File: config.mk
export PLATFORM = sky130hd
export DESIGN_NAME = scale_access_sequencer
export DESIGN_NICKNAME = d
export VERILOG_FILES = /design/src/rtl/scale_access_sequencer_pkg.sv /design/src/rtl/pixel_coord_counter.sv /design/src/rtl/scale_access_sequencer.sv
export SDC_FILE = /design/constraint.sdc
export NUM_CORES = 1
export LEC_CHECK = 0
export CORE_MARGIN = 8
export CORE_UTILIZATION = 40
export CTS_CLUSTER_DIAMETER = 40
export DETAILED_ROUTE_END_ITERATION = 8
export DONT_BUFFER_PORTS = 1
export GPL_TIMING_DRIVEN = 0
export PLACE_DENSITY_LB_ADDON = 0.12
export SYNTH_ARGS = -nofsm -noshare
export SYNTH_HDL_FRONTEND = slang
export SYNTH_SLANG_ARGS = --single-unit
export TNS_END_PERCENT = 20
File: constraint.sdc
create_clock -name clock -period 4.6 [get_ports clock]
set_clock_uncertainty 0.15 [all_clocks]
set_input_delay 0 -clock clock [delete_from_list [all_inputs] [get_ports clock]]
set_output_delay 0 -clock clock [all_outputs]
set_load 0.1 [all_outputs]
File: src/rtl/scale_access_sequencer_pkg.sv
// Purpose : shared operation codes, FSM state encoding and group-shape helpers
//           for the 2x scale access sequencer.
// Contents: op_e, state_e, is_enlarge(), reads_per_group(), writes_per_group().
package scale_access_sequencer_pkg;

   // operation[2] selects enlarge (1) / reduce (0); [1:0] selects the filter
   typedef enum logic [2:0] {
      OP_RNB = 3'b000,
      OP_RPR = 3'b001,
      OP_RAM = 3'b010,
      OP_RDM = 3'b011,
      OP_WNB = 3'b100,
      OP_WPR = 3'b101,
      OP_WAM = 3'b110,
      OP_WDM = 3'b111
   } op_e;

   typedef enum logic [2:0] {
      ST_IDLE  = 3'd0,
      ST_READ  = 3'd1,
      ST_WAIT  = 3'd2,
      ST_WRITE = 3'd3,
      ST_DONE  = 3'd4
   } state_e;

   function automatic logic is_enlarge(input logic [2:0] op);
      return op[2];
   endfunction

   // Only reduce+AM averages a 2x2 block; every other mode reads one pixel
   function automatic logic [2:0] reads_per_group(input logic [2:0] op);
      return (op == OP_RAM) ? 3'd4 : 3'd1;
   endfunction

   // Enlarge replicates each source pixel into a 2x2 block
   function automatic logic [2:0] writes_per_group(input logic [2:0] op);
      return op[2] ? 3'd4 : 3'd1;
   endfunction

endpackage

File: src/rtl/pixel_coord_counter.sv
// Purpose : nested x/y group counter that tracks the source and destination
//           base address of the current group via row-base accumulators.
// Latency : registered; o_*_addr/o_last reflect the group after each i_step.
// Backpr. : advances only on i_step; i_clear reloads the first group.
// Ports   : i_clear/i_step control, i_x_last/i_y_last grid limits, *_inc step
//           sizes; o_src_addr/o_dst_addr group bases, o_src_next next-group
//           source base (valid before the step), o_last on the final group.
module pixel_coord_counter #(
   parameter int                ADDR_W   = 17,
   parameter int                X_W      = 8,
   parameter int                Y_W      = 7,
   parameter logic [ADDR_W-1:0] SRC_BASE = '0,
   parameter logic [ADDR_W-1:0] DST_BASE = '0
) (
   input  logic              clock,
   input  logic              reset_n,
   input  logic              i_clear,
   input  logic              i_step,
   input  logic [X_W-1:0]    i_x_last,
   input  logic [Y_W-1:0]    i_y_last,
   input  logic [ADDR_W-1:0] i_src_col_inc,
   input  logic [ADDR_W-1:0] i_src_row_inc,
   input  logic [ADDR_W-1:0] i_dst_col_inc,
   input  logic [ADDR_W-1:0] i_dst_row_inc,
   output logic [ADDR_W-1:0] o_src_addr,
   output logic [ADDR_W-1:0] o_dst_addr,
   output logic [ADDR_W-1:0] o_src_next,
   output logic              o_last
);

   logic [X_W-1:0]    r_x;
   logic [Y_W-1:0]    r_y;
   logic [ADDR_W-1:0] r_src_row;
   logic [ADDR_W-1:0] r_src_cur;
   logic [ADDR_W-1:0] r_dst_row;
   logic [ADDR_W-1:0] r_dst_cur;

   logic              w_x_wrap;
   logic [ADDR_W-1:0] w_src_row_nxt;
   logic [ADDR_W-1:0] w_dst_row_nxt;
   logic [ADDR_W-1:0] w_src_next;
   logic [ADDR_W-1:0] w_dst_next;

   assign w_x_wrap      = (r_x == i_x_last);
   assign w_src_row_nxt = r_src_row + i_src_row_inc;
   assign w_dst_row_nxt = r_dst_row + i_dst_row_inc;
   // On a row wrap the next group starts at the following row base
   assign w_src_next    = w_x_wrap ? w_src_row_nxt : (r_src_cur + i_src_col_inc);
   assign w_dst_next    = w_x_wrap ? w_dst_row_nxt : (r_dst_cur + i_dst_col_inc);

   always_ff @(posedge clock or negedge reset_n) begin
      if (!reset_n) begin
         r_x       <= '0;
         r_y       <= '0;
         r_src_row <= '0;
         r_src_cur <= '0;
         r_dst_row <= '0;
         r_dst_cur <= '0;
      end else if (i_clear) begin
         r_x       <= '0;
         r_y       <= '0;
         r_src_row <= SRC_BASE;
         r_src_cur <= SRC_BASE;
         r_dst_row <= DST_BASE;
         r_dst_cur <= DST_BASE;
      end else if (i_step) begin
         r_src_cur <= w_src_next;
         r_dst_cur <= w_dst_next;
         if (w_x_wrap) begin
            r_x       <= '0;
            r_y       <= r_y + 1'b1;
            r_src_row <= w_src_row_nxt;
            r_dst_row <= w_dst_row_nxt;
         end else begin
            r_x <= r_x + 1'b1;
         end
      end
   end

   assign o_src_addr = r_src_cur;
   assign o_dst_addr = r_dst_cur;
   assign o_src_next = w_src_next;
   assign o_last     = w_x_wrap && (r_y == i_y_last);

endmodule

File: src/rtl/scale_access_sequencer.sv
// Purpose : sequences source reads and destination writes for one 2x scale pass.
// Latency : busy one cycle after start; per group R reads + RD_LAT wait + Wn writes.
// Backpr. : grant=0 stalls READ/WRITE with strobes low and addresses held.
// Ports   : clock/reset_n; start+operation launch a pass; grant gates the memory
//           port; src_addr/src_rd_en/rd_idx read side; dst_addr/dst_wr_en write
//           side; busy during a pass; done one-cycle completion pulse.
module scale_access_sequencer
   import scale_access_sequencer_pkg::*;
#(
   parameter int ADDR_W   = 17,
   parameter int SRC_W    = 160,
   parameter int SRC_H    = 120,
   parameter int SRC_BASE = 0,
   parameter int DST_BASE = 19200,
   parameter int RD_LAT   = 2
) (
   input  logic              clock,
   input  logic              reset_n,
   input  logic              start,
   input  logic [2:0]        operation,
   input  logic              grant,
   output logic [ADDR_W-1:0] src_addr,
   output logic              src_rd_en,
   output logic [1:0]        rd_idx,
   output logic [ADDR_W-1:0] dst_addr,
   output logic              dst_wr_en,
   output logic              busy,
   output logic              done
);

   localparam int X_W = (SRC_W > 2) ? $clog2(SRC_W) : 1;
   localparam int Y_W = (SRC_H > 2) ? $clog2(SRC_H) : 1;

   localparam logic [ADDR_W-1:0] L_ONE      = ADDR_W'(1);
   localparam logic [ADDR_W-1:0] L_TWO      = ADDR_W'(2);
   localparam logic [ADDR_W-1:0] L_SRC_W    = ADDR_W'(SRC_W);
   localparam logic [ADDR_W-1:0] L_SRC_W_X2 = ADDR_W'(2 * SRC_W);
   localparam logic [ADDR_W-1:0] L_SRC_W_X4 = ADDR_W'(4 * SRC_W);
   localparam logic [ADDR_W-1:0] L_SRC_W_H  = ADDR_W'(SRC_W / 2);
   localparam logic [ADDR_W-1:0] L_SRC_BASE = ADDR_W'(SRC_BASE);
   localparam logic [ADDR_W-1:0] L_DST_BASE = ADDR_W'(DST_BASE);
   localparam logic [X_W-1:0]    L_XL_RED   = X_W'(SRC_W / 2 - 1);
   localparam logic [X_W-1:0]    L_XL_ENL   = X_W'(SRC_W - 1);
   localparam logic [Y_W-1:0]    L_YL_RED   = Y_W'(SRC_H / 2 - 1);
   localparam logic [Y_W-1:0]    L_YL_ENL   = Y_W'(SRC_H - 1);
   localparam logic [2:0]        L_WAIT_END = 3'(RD_LAT - 1);

   state_e            r_state;
   logic [2:0]        r_op;
   logic [1:0]        r_rd_idx;
   logic [1:0]        r_wr_idx;
   logic [2:0]        r_wait;
   logic [ADDR_W-1:0] r_src_addr;
   logic [ADDR_W-1:0] r_dst_addr;
   logic              r_busy;
   logic              r_done;

   logic              w_enl;
   logic              w_rd_last;
   logic              w_wr_last;
   logic [1:0]        w_rd_nxt;
   logic [1:0]        w_wr_nxt;
   logic [ADDR_W-1:0] w_src_off;
   logic [ADDR_W-1:0] w_dst_off;
   logic              w_clear;
   logic              w_step;
   logic [ADDR_W-1:0] w_src_grp;
   logic [ADDR_W-1:0] w_dst_grp;
   logic [ADDR_W-1:0] w_src_next;
   logic              w_last;

   assign w_enl     = is_enlarge(r_op);
   assign w_rd_last = ({1'b0, r_rd_idx} == (reads_per_group(r_op) - 3'd1));
   assign w_wr_last = ({1'b0, r_wr_idx} == (writes_per_group(r_op) - 3'd1));
   assign w_rd_nxt  = r_rd_idx + 2'd1;
   assign w_wr_nxt  = r_wr_idx + 2'd1;

   // Within-group offsets: bit0 steps one column, bit1 steps one row.
   // Only 4-access groups reach idx 1..3, so the row pitch here is the one
   // for that shape (source pitch for reads, enlarged pitch for writes).
   assign w_src_off = (w_rd_nxt[0] ? L_ONE : '0) + (w_rd_nxt[1] ? L_SRC_W : '0);
   assign w_dst_off = (w_wr_nxt[0] ? L_ONE : '0) + (w_wr_nxt[1] ? L_SRC_W_X2 : '0);

   assign w_clear = (r_state == ST_IDLE) && start;
   assign w_step  = (r_state == ST_WRITE) && grant && w_wr_last && !w_last;

   pixel_coord_counter #(
      .ADDR_W   (ADDR_W),
      .X_W      (X_W),
      .Y_W      (Y_W),
      .SRC_BASE (L_SRC_BASE),
      .DST_BASE (L_DST_BASE)
   ) u_group_walk (
      .clock         (clock),
      .reset_n       (reset_n),
      .i_clear       (w_clear),
      .i_step        (w_step),
      .i_x_last      (w_enl ? L_XL_ENL : L_XL_RED),
      .i_y_last      (w_enl ? L_YL_ENL : L_YL_RED),
      .i_src_col_inc (w_enl ? L_ONE : L_TWO),
      .i_src_row_inc (w_enl ? L_SRC_W : L_SRC_W_X2),
      .i_dst_col_inc (w_enl ? L_TWO : L_ONE),
      .i_dst_row_inc (w_enl ? L_SRC_W_X4 : L_SRC_W_H),
      .o_src_addr    (w_src_grp),
      .o_dst_addr    (w_dst_grp),
      .o_src_next    (w_src_next),
      .o_last        (w_last)
   );

   always_ff @(posedge clock or negedge reset_n) begin
      if (!reset_n) begin
         r_state    <= ST_IDLE;
         r_op       <= '0;
         r_rd_idx   <= '0;
         r_wr_idx   <= '0;
         r_wait     <= '0;
         r_src_addr <= '0;
         r_dst_addr <= '0;
         r_busy     <= 1'b0;
         r_done     <= 1'b0;
      end else begin
         unique case (r_state)
            ST_IDLE: begin
               r_done <= 1'b0;
               if (start) begin
                  r_op       <= operation;
                  r_busy     <= 1'b1;
                  r_rd_idx   <= '0;
                  r_src_addr <= L_SRC_BASE;
                  r_state    <= ST_READ;
               end
            end
            ST_READ: begin
               if (grant) begin
                  if (w_rd_last) begin
                     r_wait  <= '0;
                     r_state <= ST_WAIT;
                  end else begin
                     r_rd_idx   <= w_rd_nxt;
                     r_src_addr <= w_src_grp + w_src_off;
                  end
               end
            end
            ST_WAIT: begin
               // Fixed read latency; the port is not used here so grant is ignored
               if (r_wait == L_WAIT_END) begin
                  r_wr_idx   <= '0;
                  r_dst_addr <= w_dst_grp;
                  r_state    <= ST_WRITE;
               end else begin
                  r_wait <= r_wait + 3'd1;
               end
            end
            ST_WRITE: begin
               if (grant) begin
                  if (w_wr_last) begin
                     if (w_last) begin
                        r_done  <= 1'b1;
                        r_state <= ST_DONE;
                     end else begin
                        // Counter steps on this same edge; take its next-group base
                        r_rd_idx   <= '0;
                        r_src_addr <= w_src_next;
                        r_state    <= ST_READ;
                     end
                  end else begin
                     r_wr_idx   <= w_wr_nxt;
                     r_dst_addr <= w_dst_grp + w_dst_off;
                  end
               end
            end
            ST_DONE: begin
               r_done  <= 1'b0;
               r_busy  <= 1'b0;
               r_state <= ST_IDLE;
            end
            default: begin
               r_done  <= 1'b0;
               r_busy  <= 1'b0;
               r_state <= ST_IDLE;
            end
         endcase
      end
   end

   // Strobes follow grant combinationally so an ungranted cycle never issues
   assign src_rd_en = (r_state == ST_READ) && grant;
   assign dst_wr_en = (r_state == ST_WRITE) && grant;
   assign src_addr  = r_src_addr;
   assign dst_addr  = r_dst_addr;
   assign rd_idx    = r_rd_idx;
   assign busy      = r_busy;
   assign done      = r_done;

endmodule

==> results.txt <==
FILL cells: 1,731
area share of the largest cell type after synthesis: 41.4%
Initial Utilization: 40.3%
GRT Overall Usage: 18.7%
antenna cell count: 0
unrepaired setup endpoints after global routing: no
Slew headroom: 28.2%
width of the die: 152 um
Area contributors post-synth: dfrtp_1 41%, nand2_1 4.8%, xor2_1 4.2%
post_cts resized: 0
Worst-Skew Late Latency: 420 ps
reg2reg end: src_addr[11]$_DFFE_PN0P_
DRC: 0
die area: 0.0232 mm^2
CTS root buffer: clkbuf_16
critical path type: flip-flop to flip-flop
met3 Use GR: 4.25%
total congestion overflow: 0
VDD IR max: 0.000250 V
worst hold slack: 16.7 ps
Max Cap Violations: 0
Place WS: 885 ps
leading area contributor after synthesis: dfrtp_1
DRT iter0 DRCs: 538
design area: 0.00843 mm^2
CTS clk-pin slew, worst paths: 60 ps
Mapped Nets: 865
max-slew violations: 0
final worst setup slack: 712 ps
Primary FF master, synth: dfrtp_1
Clock Path Buffers: 2
ys async rst share: 100%
Distinct cells, synth: 69
I/O Buffers: 0
vias in the first global route: 6,267
Peak Freq: 0.257 GHz
Placement Cell Area: 0.00772 mm^2
CTS buffer count: 17
Worst R2R Path Depth: 6
Setup Total Neg Slack: 0 ps
GRT busiest layer: met2
Num Clock Sinks: 123
GRT met1 Usage: 25.4%
Vias: 6,484
period utilisation layout: 84.5%
CTS tree: yes
first-pass GRT wire length: 35,000 um
# rows: 50
P_leak: 3.62 nW
DR pass1 iterations: 5
final hold vios: 0
Via density: 5.87
number of flops mapped to enable cells by yosys: 0
routed wire length: 21,400 um
Worst EP required: 4810 ps
non-filler cells, final: 1,104
Yosys warnings: 0
final HPWL from detailed placement: 15,400 um
Die Ht: 152 um
setup violators final: 0
crit path launch type: flip-flop
number of synthesized register bits: 123
core area: 0.0185 mm^2
Worst Setup End Kind: flip-flop
placed cells: 1,064
Syn Inst Count: 830
I/O pin count: 47
largest net degree at the start of global routing: 124
setup slack, reg-to-reg: 710 ps
minimum clock period: 3890 ps
Post-layout nets: 892
H-Tree Depth: 4
initial antenna violation count: 0
reg2reg start: r_op[2]$_DFFE_PN0P_
mean post-synth cell area: 8.95 um^2
crit path max fanout: 15
Routed Antenna Nets: 0
status: finished, final reports clean
Worst EP arrival: 4090 ps
met2 GRT Util: 29.2%
Worst-Margin Slew: 1080 ps
Routed WL per cell: 19.3 um
GP Congestion: 0.894
Power per Cell Area: 582 mW/mm^2
Hold Crit Class: input pin to asynchronous set/reset pin
Area growth syn-to-layout: 13.4%
fraction of layout cells with a size suffix above 1: 9.20%
post-synthesis cell area: 0.00743 mm^2
Seq/Total Area, Yosys: 41.4%
[critical path: stages (launching register included)]
cell and delay, ps:
dfrtp_1 660, nor3b_1 850, mux2i_1 300, o21ai_0 690, nand4_2 490, a211oi_1 500
a211o_1 160
[sequential cells by signal, summed over array words and instances (netlist names), 7 cells and up]
register	cells
dst_addr	17
src_addr	17
u_group_walk.o_dst_addr	17
u_group_walk.o_src_addr	17
u_group_walk.r_dst_row	13
u_group_walk.r_src_row	12
u_group_walk.r_x	8
u_group_walk.r_y	7
[layout by cell type, fill, tap and decap left out, types with 17 or more instances in the layout]
cell	count
inv_1	22
nor2_1	69
a21oi_1	41
xor2_1	36
nand3_1	45
o21ai_0	50
clkbuf_16	17
dfrtp_1	123
ha_1	25
nand4_1	22
nand2_1	96
buf_2	18
clkbuf_1	21
xnor2_1	35
[power breakdown]
part | internal, W | leakage, nW | switching (W)
Sequential | 0.00123 | 1.60 | 0.000876
Clock | 0.000867 | 0.290 | 0.000508
Combinational | 0.000469 | 1.73 | 0.000956
Total | 0.00256 | 3.62 | 0.00234
[cells by family after synthesis]
family                     count (synthesis)  share of synthesized area [%]
muxes                                      8                           1.16
and+or+nand+nor                          309                           20.1
DFF                                      123                           41.4
adders and majority gates                 28                           5.02
buffers and inverters                     70                           4.24
AOI/OAI and AO/OA                        221                           19.7
xor gates and xnor gates                  71                           8.37
[how the worst max path moves through the flow]
| stage | startpoint | end | slack, ps | cells past startpoint |
|---|---|---|---|---|
| after CTS | r_op[2]$_DFFE_PN0P_ | src_addr[11]$_DFFE_PN0P_ | 830 | 6 |
| after global placement | r_op[2]$_DFFE_PN0P_ | src_addr[11]$_DFFE_PN0P_ | 940 | 6 |
| after global routing | r_op[2]$_DFFE_PN0P_ | src_addr[13]$_DFFE_PN0P_ | 660 | 6 |
| final | r_op[2]$_DFFE_PN0P_ | src_addr[11]$_DFFE_PN0P_ | 710 | 6 |
| after floorplan | r_state[2]$_DFFE_PN0P_ | u_group_walk.o_dst_addr[16]$_DFFE_PN0P_ | 1520 | 8 |
| after detailed placement | r_op[2]$_DFFE_PN0P_ | src_addr[11]$_DFFE_PN0P_ | 880 | 6 |
[cell type report]
| cell class | count | area, um^2 | area share (%) |
|---|---|---|---|
| inverters | 22 | 82.6 | 0.980 |
| clock buffers | 22 | 494 | 5.86 |
| flip-flops and latches | 123 | 3080 | 36.5 |
| clock inverters | 10 | 114 | 1.35 |
| plain buffers | 48 | 233 | 2.76 |
| multi-input cells | 637 | 4040 | 47.9 |
| well taps | 234 | 293 | 3.47 |
| repair buffers | 8 | 97.6 | 1.16 |
[layer usage]
metal	wire length (um)	vias up	share of wire, %
met3	1180	18	5.5
met5	0	-	0
met4	287	0	1.3
li1	-	3058	-
met1	10100	3218	47
met2	9780	190	46
[synthesized netlist by cell type, drive strengths merged, types with 22 or more instances]
cell type / number
dfrtp: 123
nand2: 96
nor2: 70
o21ai: 63
nand3: 45
a21oi: 42
xor2: 36
xnor2: 35
buf: 27
ha: 25
nand4: 23
inv: 22
[metrics by stage]
step | utilization [%] | power (W)
floorplan | - | 0.00307
global placement | 41.9 | 0.00347
detailed placement | 41.9 | 0.00351
CTS | 45.7 | 0.00492
global route | 45.7 | 0.00516
finish | 45.7 | 0.00490
[repair_timing]
item,4_1_cts,5_1_grt
endpoints found under the hold margin,139,0
endpoints found under the setup margin,0,0
hold buffers,8,0
buffers inserted,0,0
(Power assumes the default switching activity.)
